<file path="config.mk">
export PLATFORM = sky130hd
export DESIGN_NAME = reconstroi_operando
export DESIGN_NICKNAME = d
export VERILOG_FILES = /design/src/rtl/reconstroi_operando_pkg.sv /design/src/rtl/reconstroi_operando_somasub_bit.sv /design/src/rtl/reconstroi_operando.sv
export SDC_FILE = /design/constraint.sdc
export NUM_CORES = 1
export LEC_CHECK = 0
export BUFFER_PORTS_ARGS = -buffer_cell sky130_fd_sc_hd__buf_2
export CAP_MARGIN = 20
export CORE_MARGIN = 4
export CORE_UTILIZATION = 39
export DETAILED_ROUTE_END_ITERATION = 12
export PLACE_DENSITY_LB_ADDON = 0.08
export SLEW_MARGIN = 5
export SYNTH_ARGS = -nofsm -noshare
export SYNTH_HDL_FRONTEND = slang
export SYNTH_SLANG_ARGS = --single-unit
</file>
<file path="constraint.sdc">
create_clock -name clk -period 1.3 [get_ports clk]
set_input_delay 0 -clock clk [delete_from_list [all_inputs] [get_ports clk]]
set_output_delay 0 -clock clk [all_outputs]
set_load 0.02 [all_outputs]
</file>
<file path="src/rtl/reconstroi_operando_pkg.sv">
// Shared constants for the bit-serial operand reconstruction unit.
// Holds the state encoding, the default width and the counter width helper.
package reconstroi_operando_pkg;

  typedef enum logic [1:0] {
    OCIOSO  = 2'b00,
    CALCULA = 2'b01,
    FIM     = 2'b10
  } estado_t;

  localparam int DEF_WIDTH = 4;

  function automatic int cnt_w(input int width);
    return (width < 2) ? 1 : $clog2(width);
  endfunction

endpackage

</file>
<file path="src/rtl/reconstroi_operando_somasub_bit.sv">
// Combinational 1-bit full adder / subtractor.
// modo=1 adds (cout is carry), modo=0 subtracts s from a (cout is borrow).
module somasub_bit (
  input  logic a,
  input  logic s,
  input  logic cin,
  input  logic modo,
  output logic r,
  output logic cout
);

  logic w_carry;
  logic w_borrow;

  assign r        = a ^ s ^ cin;
  assign w_carry  = (a & s) | (a & cin) | (s & cin);
  assign w_borrow = (~a & s) | (~(a ^ s) & cin);
  assign cout     = modo ? w_carry : w_borrow;

endmodule

</file>
<file path="src/rtl/reconstroi_operando.sv">
// Rebuilds operand B from A, |A-B| and the sign flag, one bit per cycle LSB first.
// state   | meaning
// OCIOSO  | idle, waiting for start
// CALCULA | one result bit per cycle through the serial adder/subtractor
// FIM     | done pulse cycle, result and error flag just registered
module reconstroi_operando
  import reconstroi_operando_pkg::*;
#(
  parameter int WIDTH = DEF_WIDTH
) (
  input  logic             clk,
  input  logic             rst,
  input  logic             start,
  input  logic [WIDTH-1:0] A,
  input  logic [WIDTH-1:0] S,
  input  logic             sinal,
  output logic [WIDTH-1:0] B,
  output logic             erro,
  output logic             busy,
  output logic             done
);

  localparam int CW = cnt_w(WIDTH);
  localparam logic [CW-1:0] ULTIMO = CW'(WIDTH - 1);

  estado_t          r_state;
  logic [WIDTH-1:0] r_a;
  logic [WIDTH-1:0] r_s;
  logic [WIDTH-1:0] r_res;
  logic [CW-1:0]    r_cnt;
  logic             r_c;
  logic             r_sinal;
  logic             r_s_zero;
  logic [WIDTH-1:0] r_b;
  logic             r_erro;
  logic             r_busy;
  logic             r_done;

  logic             w_r;
  logic             w_cout;
  logic [WIDTH-1:0] w_res_next;

  somasub_bit u_somasub (
    .a    (r_a[0]),
    .s    (r_s[0]),
    .cin  (r_c),
    .modo (r_sinal),
    .r    (w_r),
    .cout (w_cout)
  );

  assign w_res_next = {w_r, r_res[WIDTH-1:1]};

  always_ff @(posedge clk) begin
    if (rst) begin
      r_state  <= OCIOSO;
      r_a      <= '0;
      r_s      <= '0;
      r_res    <= '0;
      r_cnt    <= '0;
      r_c      <= 1'b0;
      r_sinal  <= 1'b0;
      r_s_zero <= 1'b0;
      r_b      <= '0;
      r_erro   <= 1'b0;
      r_busy   <= 1'b0;
      r_done   <= 1'b0;
    end else begin
      case (r_state)
        OCIOSO: begin
          r_done <= 1'b0;
          if (start) begin
            r_a      <= A;
            r_s      <= S;
            r_sinal  <= sinal;
            r_s_zero <= (S == '0);
            r_res    <= '0;
            r_c      <= 1'b0;
            r_cnt    <= '0;
            r_busy   <= 1'b1;
            r_state  <= CALCULA;
          end
        end
        CALCULA: begin
          r_res <= w_res_next;
          r_a   <= r_a >> 1;
          r_s   <= r_s >> 1;
          r_c   <= w_cout;
          r_cnt <= r_cnt + CW'(1);
          if (r_cnt == ULTIMO) begin
            // S itself has been shifted out, so the zero test uses the flag captured at start
            r_b     <= w_res_next;
            r_erro  <= w_cout | (r_sinal & r_s_zero);
            r_done  <= 1'b1;
            r_state <= FIM;
          end
        end
        FIM: begin
          r_done  <= 1'b0;
          r_busy  <= 1'b0;
          r_state <= OCIOSO;
        end
        default: begin
          r_done  <= 1'b0;
          r_busy  <= 1'b0;
          r_state <= OCIOSO;
        end
      endcase
    end
  end

  assign B    = r_b;
  assign erro = r_erro;
  assign busy = r_busy;
  assign done = r_done;

endmodule

</file>
==> results of run 1 <==
metal layers:
layer  routed length, microns  global-route usage (%)
met5                        0                       0
met4                       18                    3.64
met3                       94                    4.61
met2                     1090                    24.2
met1                     1150                    19.5
through the flow:
step                util (%)  total power, mW  setup TNS, ns
floorplan                  -            0.994              0
global placement        45.5             1.05       -0.00134
detailed placement      45.5             1.06        -0.0469
CTS                     48.8             1.43              0
global route            49.7             1.51        -0.0767
finish                  49.7             1.42              0
area by class of cell:
type,count,share of cell area [%]
inverters,5,1.38
well taps,31,2.86
repair buffers,31,16.1
flip-flops and latches,25,37.3
multi-input cells,82,40.4
clock buffers,4,1.94
registers in the layout (all words and copies together) (netlist names):
signal and count:
r_sinal 1, r_s_zero 1, r_a 4, done 1, r_s 4, r_cnt 2, erro 1, B 4
r_c 1, busy 1, r_res 3, r_state 2
Yosys cell counts (all sizes together):
library cell / count / share of area, %
a2bb2oi: 1 / 0.79
o221a: 2 / 2.0
dfxtp: 25 / 45
nand2: 8 / 2.7
nor3b: 1 / 1.1
nand3: 3 / 1.4
a21oi: 14 / 6.3
a211oi: 4 / 2.7
nand2b: 3 / 2.4
clkbuf: 3 / 1.0
o211ai: 1 / 0.68
a311oi: 1 / 0.79
nor2b: 2 / 1.1
buf: 6 / 4.3
o21bai: 1 / 0.68
ha: 1 / 1.1
or3b: 3 / 2.4
o21ai: 5 / 2.3
fa: 2 / 3.6
inv: 5 / 1.7
o21ba: 1 / 0.90
a22oi: 3 / 2.0
o22a: 2 / 1.6
mux2i: 4 / 3.6
nor3: 4 / 1.8
nand3b: 1 / 0.68
nor2: 14 / 4.7
nor4: 1 / 0.56
cells by family (layout without fill, tap and decap cells):
kind of cell	count (synthesis)	in the layout	share of synthesized area (%)
simple gates	40	40	18.8
fa+ha+maj	3	3	4.74
compound gates	35	35	20.7
flops	25	25	45.1
buf+inv	14	40	6.99
mux	4	4	3.61
timing repair:
item | 4_1_cts | 5_1_grt
endpoints found under the setup margin | 2 | 6
resized for setup | 4 | 8
gates cloned | 0 | 0
hold buffers | 6 | 0
pin swaps | 2 | 1
hold endpoints to repair | 3 | 0
how the worst max path moves through the flow:
stage | to | slack (ns) | depth (start not counted)
finish | r_res[3]$_SDFFE_PP0P_ | 0.04 | 4
global route | r_res[3]$_SDFFE_PP0P_ | -0.05 | 4
CTS | r_res[3]$_SDFFE_PP0P_ | 0.003 | 4
detailed placement | erro$_SDFFE_PP0P_ | -0.05 | 5
global placement | erro$_SDFFE_PP0P_ | -0.001 | 5
floorplan | erro$_SDFFE_PP0P_ | 0.04 | 5
worst reg2reg max path, stage by stage, from the launching register on:
cell       delay, ns
dfxtp_2         0.35
buf_6           0.11
fa_1            0.51
a2bb2oi_2       0.14
nor2_1          0.04
power by group:
part	total [mW]	leakage (nW)	internal [mW]	switching, mW
sequential	0.831	0.206	0.804	0.0270
clock	0.351	0.0150	0.120	0.231
combinational	0.237	0.312	0.122	0.115
==> flow_metrics.py, run 1 <==
metrics = {
    "outcome": {
        "outcome": "complete, no violations",
    },
    "synthesis": {
        "postSynthAreaPerCell_sq_um": 9.17,
        "syn_nets": 136,
        "netlist_area_sq_um": 1110,
        "synth_seq_cells": 25,
        "yosysWarnings": 0,
        "netlist_instances": 121,
        "synth-seq-area-share_pct": 45.1,
        "synth_cell_type_count": 31,
    },
    "final_layout": {
        "multiInputGateArea_sq_um": 548,
        "nets": 163,
        "n_fill_cell": 266,
        "fin_area_sq_um": 1360,
        "final_cell_mix": "22 x dfxtp_1, 18 x buf_2, 14 x a21oi_1, 14 x nor2_1, 7 x nand2_1",
        "syn2layout_area_growth_pct": 22.3,
        "drive_above_1_share_pct": 28.6,
        "diodes": 0,
        "regArea_sq_um": 507,
        "layout_commonest_cell": "dfxtp_1",
        "instances_no_fill": 178,
    },
    "die": {
        "num_rows": 19,
        "die_area_sq_um": 3760,
        "coreArea_sq_um": 2730,
        "io_pins": 19,
        "die_w_microns": 61.3,
        "die-height_microns": 61.3,
        "start_util_pct": 40.6,
    },
    "worst_setup_path": {
        "critPathLaunch": "r_c$_SDFFE_PP0P_",
        "path_delay_family": "adder cells",
        "required_ns": 1.51,
        "cp_slowest_cell": "fa_1",
        "startpoint_type": "register",
        "critPathKind": "reg -> reg",
        "r2r-end": "r_res[3]$_SDFFE_PP0P_",
        "r2r.worst_path.cells": 4,
        "path_max_fanout": 2,
        "path_buf_inv": 1,
        "crit_chain": "buf_6 > fa_1 > a2bb2oi_2 > nor2_1",
        "slowest_delay_ns": 0.51,
        "r2r_setup_slack_ns": 0.04,
        "end_kind": "register",
        "worstPathArrival_ns": 1.47,
        "r2r-start": "r_c$_SDFFE_PP0P_",
    },
    "clocking": {
        "clock-root-buffer": "clkbuf_4",
        "cts_setup_buffers": 0,
        "cts_sinks": 25,
        "clock_latency_ns": 0.32,
        "htreeDepth": 1,
        "cts_max_path_buffers": 2,
        "clk_pin_slew_ns": 0.13,
        "cts_tree": "done",
        "numCtsBuffers": 3,
    },
    "routing": {
        "final_antenna_net_count": 0,
        "avgRoutedWirePerCell_microns": 13.2,
        "via_per_inst": 5.13,
        "routed-via-count": 914,
        "drt-initial-drc-count": 42,
        "drt_first_pass_iters": 4,
        "wl_microns": 2360,
        "drc": 0,
    },
    "place": {
        "dp_slack_ns": -0.0469,
        "gp_congestion": 0.706,
        "dpl.hpwl_microns": 1680,
        "place_area_sq_um": 1240,
        "dp.cells": 168,
        "port_buffers": 18,
    },
    "min_path": {
        "hold_path_end": "r_a[1]$_SDFFE_PP0P_",
        "whs_path_depth": 3,
        "hp-class": "in -> reg",
        "hold_path.startpoint": "A[1]",
    },
    "global_routing": {
        "grt_max_degree": 26,
        "gr-usage-all-layers_pct": 14.9,
        "overflow": 0,
        "grt_pass1_wl_microns": 4140,
        "first_global_vias": 895,
        "antenna_found_initial": 0,
    },
    "timing": {
        "final-setup-viol-count": 0,
        "whs_ns": 0.0635,
        "postLayoutSetupSlackWorst_ns": 0.0370,
        "max_freq_mhz": 792,
        "finalCritPeriodShare_pct": 97.2,
        "finClkSkew_ns": 0.00182,
        "slew_viol_final": 0,
        "worst_slew_pin_slew_ns": 0.446,
        "fin_crit_ns": 1.26,
        "rsz0062_at_grt": "yes",
        "slew-limit-headroom_pct": 70.2,
        "finalHoldViolCount": 0,
    },
    "flow_run": {
        "drv_cap": 0,
    },
    "power": {
        "cellPowerDensity_nw_per_um2": 1040,
        "peakVddDrop_mv": 0.952,
        "leakagePower_nw": 0.533,
    },
}
(Power assumes the default switching activity.)
==> inputs of run 2 (changes only) <==
CORE_ASPECT_RATIO = 0.6   (was default)
CORE_UTILIZATION = 48   (was 39)
==> flow_metrics.py, run 2 (synthesized netlist as in run 1, its figures left out) <==
metrics = {
    "timing": {
        "finalCritPeriodShare_pct": 99.5,
        "worst_slew_pin_slew_ns": 0.474,
        "tns_ns": 0,
        "whs_ns": 0.0279,
        "postLayoutSetupSlackWorst_ns": 0.00658,
        "slew-limit-headroom_pct": 68.4,
        "final-setup-viol-count": 0,
        "fin_crit_ns": 1.29,
        "rsz0062_at_grt": "yes",
        "slew_viol_final": 0,
        "finClkSkew_ns": 0.00799,
        "max_freq_mhz": 773,
        "finalHoldViolCount": 0,
    },
    "worst_setup_path": {
        "critPathKind": "reg -> reg",
        "r2r-start": "r_s[0]$_SDFFE_PP0P_",
        "crit_chain": "inv_2 > fa_2 > nand2_2 > o21ai_2 > a311oi_2",
        "critPathLaunch": "r_s[0]$_SDFFE_PP0P_",
        "path_max_fanout": 3,
        "worstPathArrival_ns": 1.47,
        "path_delay_family": "adder cells",
        "end_kind": "register",
        "r2r_setup_slack_ns": 0.007,
        "path_buf_inv": 1,
        "required_ns": 1.48,
        "slowest_delay_ns": 0.38,
        "cp_slowest_cell": "fa_2",
        "startpoint_type": "register",
        "r2r-end": "erro$_SDFFE_PP0P_",
        "r2r.worst_path.cells": 5,
    },
    "flow_run": {
        "drv_cap": 0,
    },
    "clocking": {
        "clock_latency_ns": 0.27,
        "cts_max_path_buffers": 2,
        "clock-root-buffer": "clkbuf_8",
        "numCtsBuffers": 3,
        "cts_tree": "done",
        "htreeDepth": 1,
        "cts_sinks": 25,
        "clk_pin_slew_ns": 0.08,
    },
    "final_layout": {
        "regArea_sq_um": 509,
        "final_cell_mix": "20 x dfxtp_1, 18 x buf_2, 14 x a21oi_1, 14 x nor2_1",
        "drive_above_1_share_pct": 33.6,
        "multiInputGateArea_sq_um": 556,
        "layout_commonest_cell": "dfxtp_1",
        "diodes": 0,
        "n_fill_cell": 209,
        "syn2layout_area_growth_pct": 20.0,
        "nets": 159,
        "fin_area_sq_um": 1330,
    },
    "place": {
        "place_area_sq_um": 1220,
        "dp_slack_ns": -0.0855,
        "port_buffers": 18,
        "dpl.hpwl_microns": 1610,
        "gp_congestion": 0.741,
    },
    "min_path": {
        "hold_path.startpoint": "S[3]",
        "hp-class": "in -> reg",
        "hold_path_end": "r_s_zero$_SDFFE_PP0P_",
        "whs_path_depth": 4,
    },
    "die": {
        "die-height_microns": 45.2,
        "coreArea_sq_um": 2180,
        "io_pins": 19,
        "start_util_pct": 50.9,
        "num_rows": 13,
        "die_w_microns": 70.1,
        "die_area_sq_um": 3170,
    },
    "global_routing": {
        "overflow": 0,
        "grt_max_degree": 26,
        "gr-usage-all-layers_pct": 15.6,
        "first_global_vias": 825,
        "antenna_found_initial": 0,
        "grt_pass1_wl_microns": 3800,
    },
    "routing": {
        "final_antenna_net_count": 0,
        "drt-initial-drc-count": 46,
        "routed-via-count": 922,
        "via_per_inst": 5.33,
        "wl_microns": 2250,
        "avgRoutedWirePerCell_microns": 13.0,
        "drt_first_pass_iters": 4,
        "drc": 0,
    },
    "power": {
        "cellPowerDensity_nw_per_um2": 1130,
        "peakVddDrop_mv": 0.523,
        "internal_power_mw": 1.13,
        "leakagePower_nw": 0.524,
        "p_comb_share_pct": 14.6,
        "swShare_pct": 25.4,
        "p_clk_share_pct": 30.1,
        "power_frac_seq_pct": 55.3,
        "switchingPower_mw": 0.384,
    },
    "outcome": {
        "outcome": "complete, no violations",
    },
}
[run 2: cell count changes in the layout (fill, tap and decap cells not counted), moves of 2 or more]
cell	delta
dlygate4sd3_1	-5
dfxtp_2	+2
buf_4	+2
dfxtp_1	-2
clkbuf_8	+3
clkbuf_4	-3
[run 2: what timing repair did]
item | CTS | global route
endpoints found under the hold margin | 1 | 0
hold buffers | 1 | 0
setup buffers | 2 | 0
pin swaps | 2 | 5
setup endpoints to repair | 2 | 4
gates cloned | 0 | 0
resized for setup | 5 | 11
[run 2: routing by layer]
metal	global-route usage [%]	vias up	part of all wire, %
li1	-	472	-
met1	21.3	435	52
met2	23.3	11	43
met3	5.78	4	4.3
met4	4.58	0	0.98
met5	0	-	0
[run 2: worst max-delay path by stage]
stage,to,slack (ns),cells past startpoint
3_5_place_dp,erro$_SDFFE_PP0P_,-0.09,5
5_1_grt,erro$_SDFFE_PP0P_,-0.04,5
6_report,erro$_SDFFE_PP0P_,0.007,5
3_3_place_gp,erro$_SDFFE_PP0P_,-0.005,5
2_1_floorplan,erro$_SDFFE_PP0P_,0.04,5
4_1_cts,r_res[3]$_SDFFE_PP0P_,0.01,4
[run 2: cell type report]
type                            count  share of cell area, %
Clock buffer                        3                   3.10
Multi-Input combinational cell     82                   41.7
Tap cell                           30                   2.82
Inverter                            5                   1.41
Timing Repair Buffer               27                   12.3
Sequential cell                    25                   38.3
Clock inverter                      1                  0.376
[run 2: metrics by stage]
stage | utilization, % | instances | power (mW)
4_1_cts | 59.8 | 173 | 1.51
2_1_floorplan | - | 121 | 0.994
3_5_place_dp | 56.1 | 166 | 1.05
5_1_grt | 61.1 | 173 | 1.60
6_report | 61.1 | 173 | 1.51
3_3_place_gp | 56.1 | 166 | 1.04
[run 2: worst reg2reg max path: stages (launching register included)]
cell and delay (ns):
dfxtp_4 0.37, inv_2 0.04, fa_2 0.38, nand2_2 0.08, o21ai_2 0.06, a311oi_2 0.28
[run 2: power by group through the flow]
stage               Clock (mW)  Combinational (mW)  Sequential [mW]
floorplan                    0               0.153            0.841
global placement             0               0.194            0.848
detailed placement           0               0.198            0.849
CTS                      0.471               0.207            0.833
global route             0.510               0.246            0.842
finish                   0.454               0.221            0.835
==> inputs of run 3 (changes only) <==
GPL_TIMING_DRIVEN = 0   (was default)
==> flow_metrics.py, run 3 (synthesized netlist as in run 1, its figures left out) <==
metrics = {
    "outcome": {
        "outcome": "complete, but fails checks",
        "violations": "setup timing",
    },
    "global_routing": {
        "gr-usage-all-layers_pct": 17.3,
        "overflow": 0,
        "antenna_found_initial": 0,
        "grt_pass1_wl_microns": 4110,
        "grt_max_degree": 16,
        "first_global_vias": 854,
    },
    "power": {
        "leakagePower_nw": 0.533,
        "cellPowerDensity_nw_per_um2": 1140,
        "power_mw": 1.54,
        "peakVddDrop_mv": 0.708,
    },
    "final_layout": {
        "post-route-util_pct": 61.9,
        "layout_commonest_cell": "dfxtp_1",
        "syn2layout_area_growth_pct": 21.5,
        "final_cell_mix": "22 x dfxtp_1, 18 x buf_2, 14 x a21oi_1, 14 x nor2_1, 7 x nand2_1",
        "instances_no_fill": 177,
        "drive_above_1_share_pct": 31.3,
        "nets": 163,
        "diodes": 0,
        "fin_area_sq_um": 1350,
    },
    "place": {
        "gp_congestion": 0.713,
        "dp_slack_ns": -0.140,
        "dp.cells": 167,
        "port_buffers": 16,
        "dpl.hpwl_microns": 1800,
        "place_area_sq_um": 1230,
    },
    "clocking": {
        "cts_sinks": 25,
        "htreeDepth": 1,
        "clock_latency_ns": 0.27,
        "clock-root-buffer": "clkbuf_8",
        "cts_max_path_buffers": 2,
        "clk_pin_slew_ns": 0.09,
        "cts_tree": "done",
        "numCtsBuffers": 3,
    },
    "worst_setup_path": {
        "crit_chain": "buf_6 > fa_1 > a2bb2oi_1 > nor2_1",
        "required_ns": 1.45,
        "r2r-end": "r_res[3]$_SDFFE_PP0P_",
        "slowest_delay_ns": 0.51,
        "worstPathArrival_ns": 1.46,
        "path_depth": 4,
        "r2r_setup_slack_ns": -0.006,
        "r2r.worst_path.cells": 4,
        "startpoint_type": "register",
        "end_kind": "register",
        "cp_slowest_cell": "fa_1",
        "path_max_fanout": 2,
        "r2r-start": "r_c$_SDFFE_PP0P_",
        "critPathKind": "reg -> reg",
        "path_delay_family": "adder cells",
        "path_buf_inv": 1,
    },
    "timing": {
        "finalCritPeriodShare_pct": 100,
        "final-setup-viol-count": 1,
        "finalHoldViolCount": 0,
        "max_freq_mhz": 766,
        "postLayoutSetupSlackWorst_ns": -0.00559,
        "finClkSkew_ns": 0.00887,
        "rsz0062_at_grt": "yes",
        "fin_crit_ns": 1.31,
        "tns_ns": -0.00559,
        "slew-limit-headroom_pct": 64.4,
        "whs_ns": 0.0367,
        "slew_viol_final": 0,
        "worst_slew_pin_slew_ns": 0.535,
    },
    "routing": {
        "avgRoutedWirePerCell_microns": 14.0,
        "drt-initial-drc-count": 31,
        "wl_microns": 2490,
        "final_antenna_net_count": 0,
        "drc": 0,
        "drt_first_pass_iters": 4,
        "via_per_inst": 5.36,
        "routed-via-count": 948,
    },
    "min_path": {
        "hold_path.startpoint": "S[3]",
        "hold_path_end": "r_s_zero$_SDFFE_PP0P_",
        "whs_path_depth": 4,
        "hp-class": "in -> reg",
    },
    "die": {
        "num_rows": 13,
        "coreArea_sq_um": 2180,
        "io_pins": 19,
        "die_area_sq_um": 3170,
        "die-height_microns": 45.2,
        "start_util_pct": 50.9,
        "die_w_microns": 70.1,
    },
    "flow_run": {
        "drv_cap": 0,
    },
}
-- run 3: layer usage --
metal,wire (microns),track usage [%]
met1,1170,22.3
met2,1180,28.7
met3,122,6.00
met4,19,3.44
met5,0,0
-- run 3: power breakdown --
| part | leakage [nW] | switching (mW) | internal [mW] |
|---|---|---|---|
| combinational | 0.305 | 0.125 | 0.113 |
| clock | 0.0217 | 0.253 | 0.217 |
| sequential | 0.206 | 0.0270 | 0.803 |
-- run 3: worst min-delay path, cell delays in order --
cell and delay [ns]:
buf_2 0.09, nor4_1 0.04, nand2_1 0.06, a21oi_1 0.06
-- run 3: how the worst max path moves through the flow --
stage                     start               endpoint
2_1_floorplan  r_c$_SDFFE_PP0P_      erro$_SDFFE_PP0P_
3_3_place_gp   r_c$_SDFFE_PP0P_      erro$_SDFFE_PP0P_
3_5_place_dp   r_c$_SDFFE_PP0P_      erro$_SDFFE_PP0P_
4_1_cts        r_c$_SDFFE_PP0P_  r_res[3]$_SDFFE_PP0P_
5_1_grt        r_c$_SDFFE_PP0P_  r_res[3]$_SDFFE_PP0P_
6_report       r_c$_SDFFE_PP0P_  r_res[3]$_SDFFE_PP0P_
-- run 3: cell type report --
type                       instances  area (sq um)
fill                             202           831
clock inverter                     1          7.51
inverter                           5          18.8
sequential                        25           507
clock buffer                       3          41.3
timing repair buffer              22           131
buffer                             9          58.8
multi-input combinational         82           547
tap                               30          37.5
-- run 3: timing repair --
item / 4_1_cts / 5_1_grt
hold buffers: 1 / 0
hold endpoints to repair: 1 / 0
setup buffers: 4 / 1
pin swaps: 1 / 1
resized for setup: 9 / 4
endpoints found under the setup margin: 2 / 3
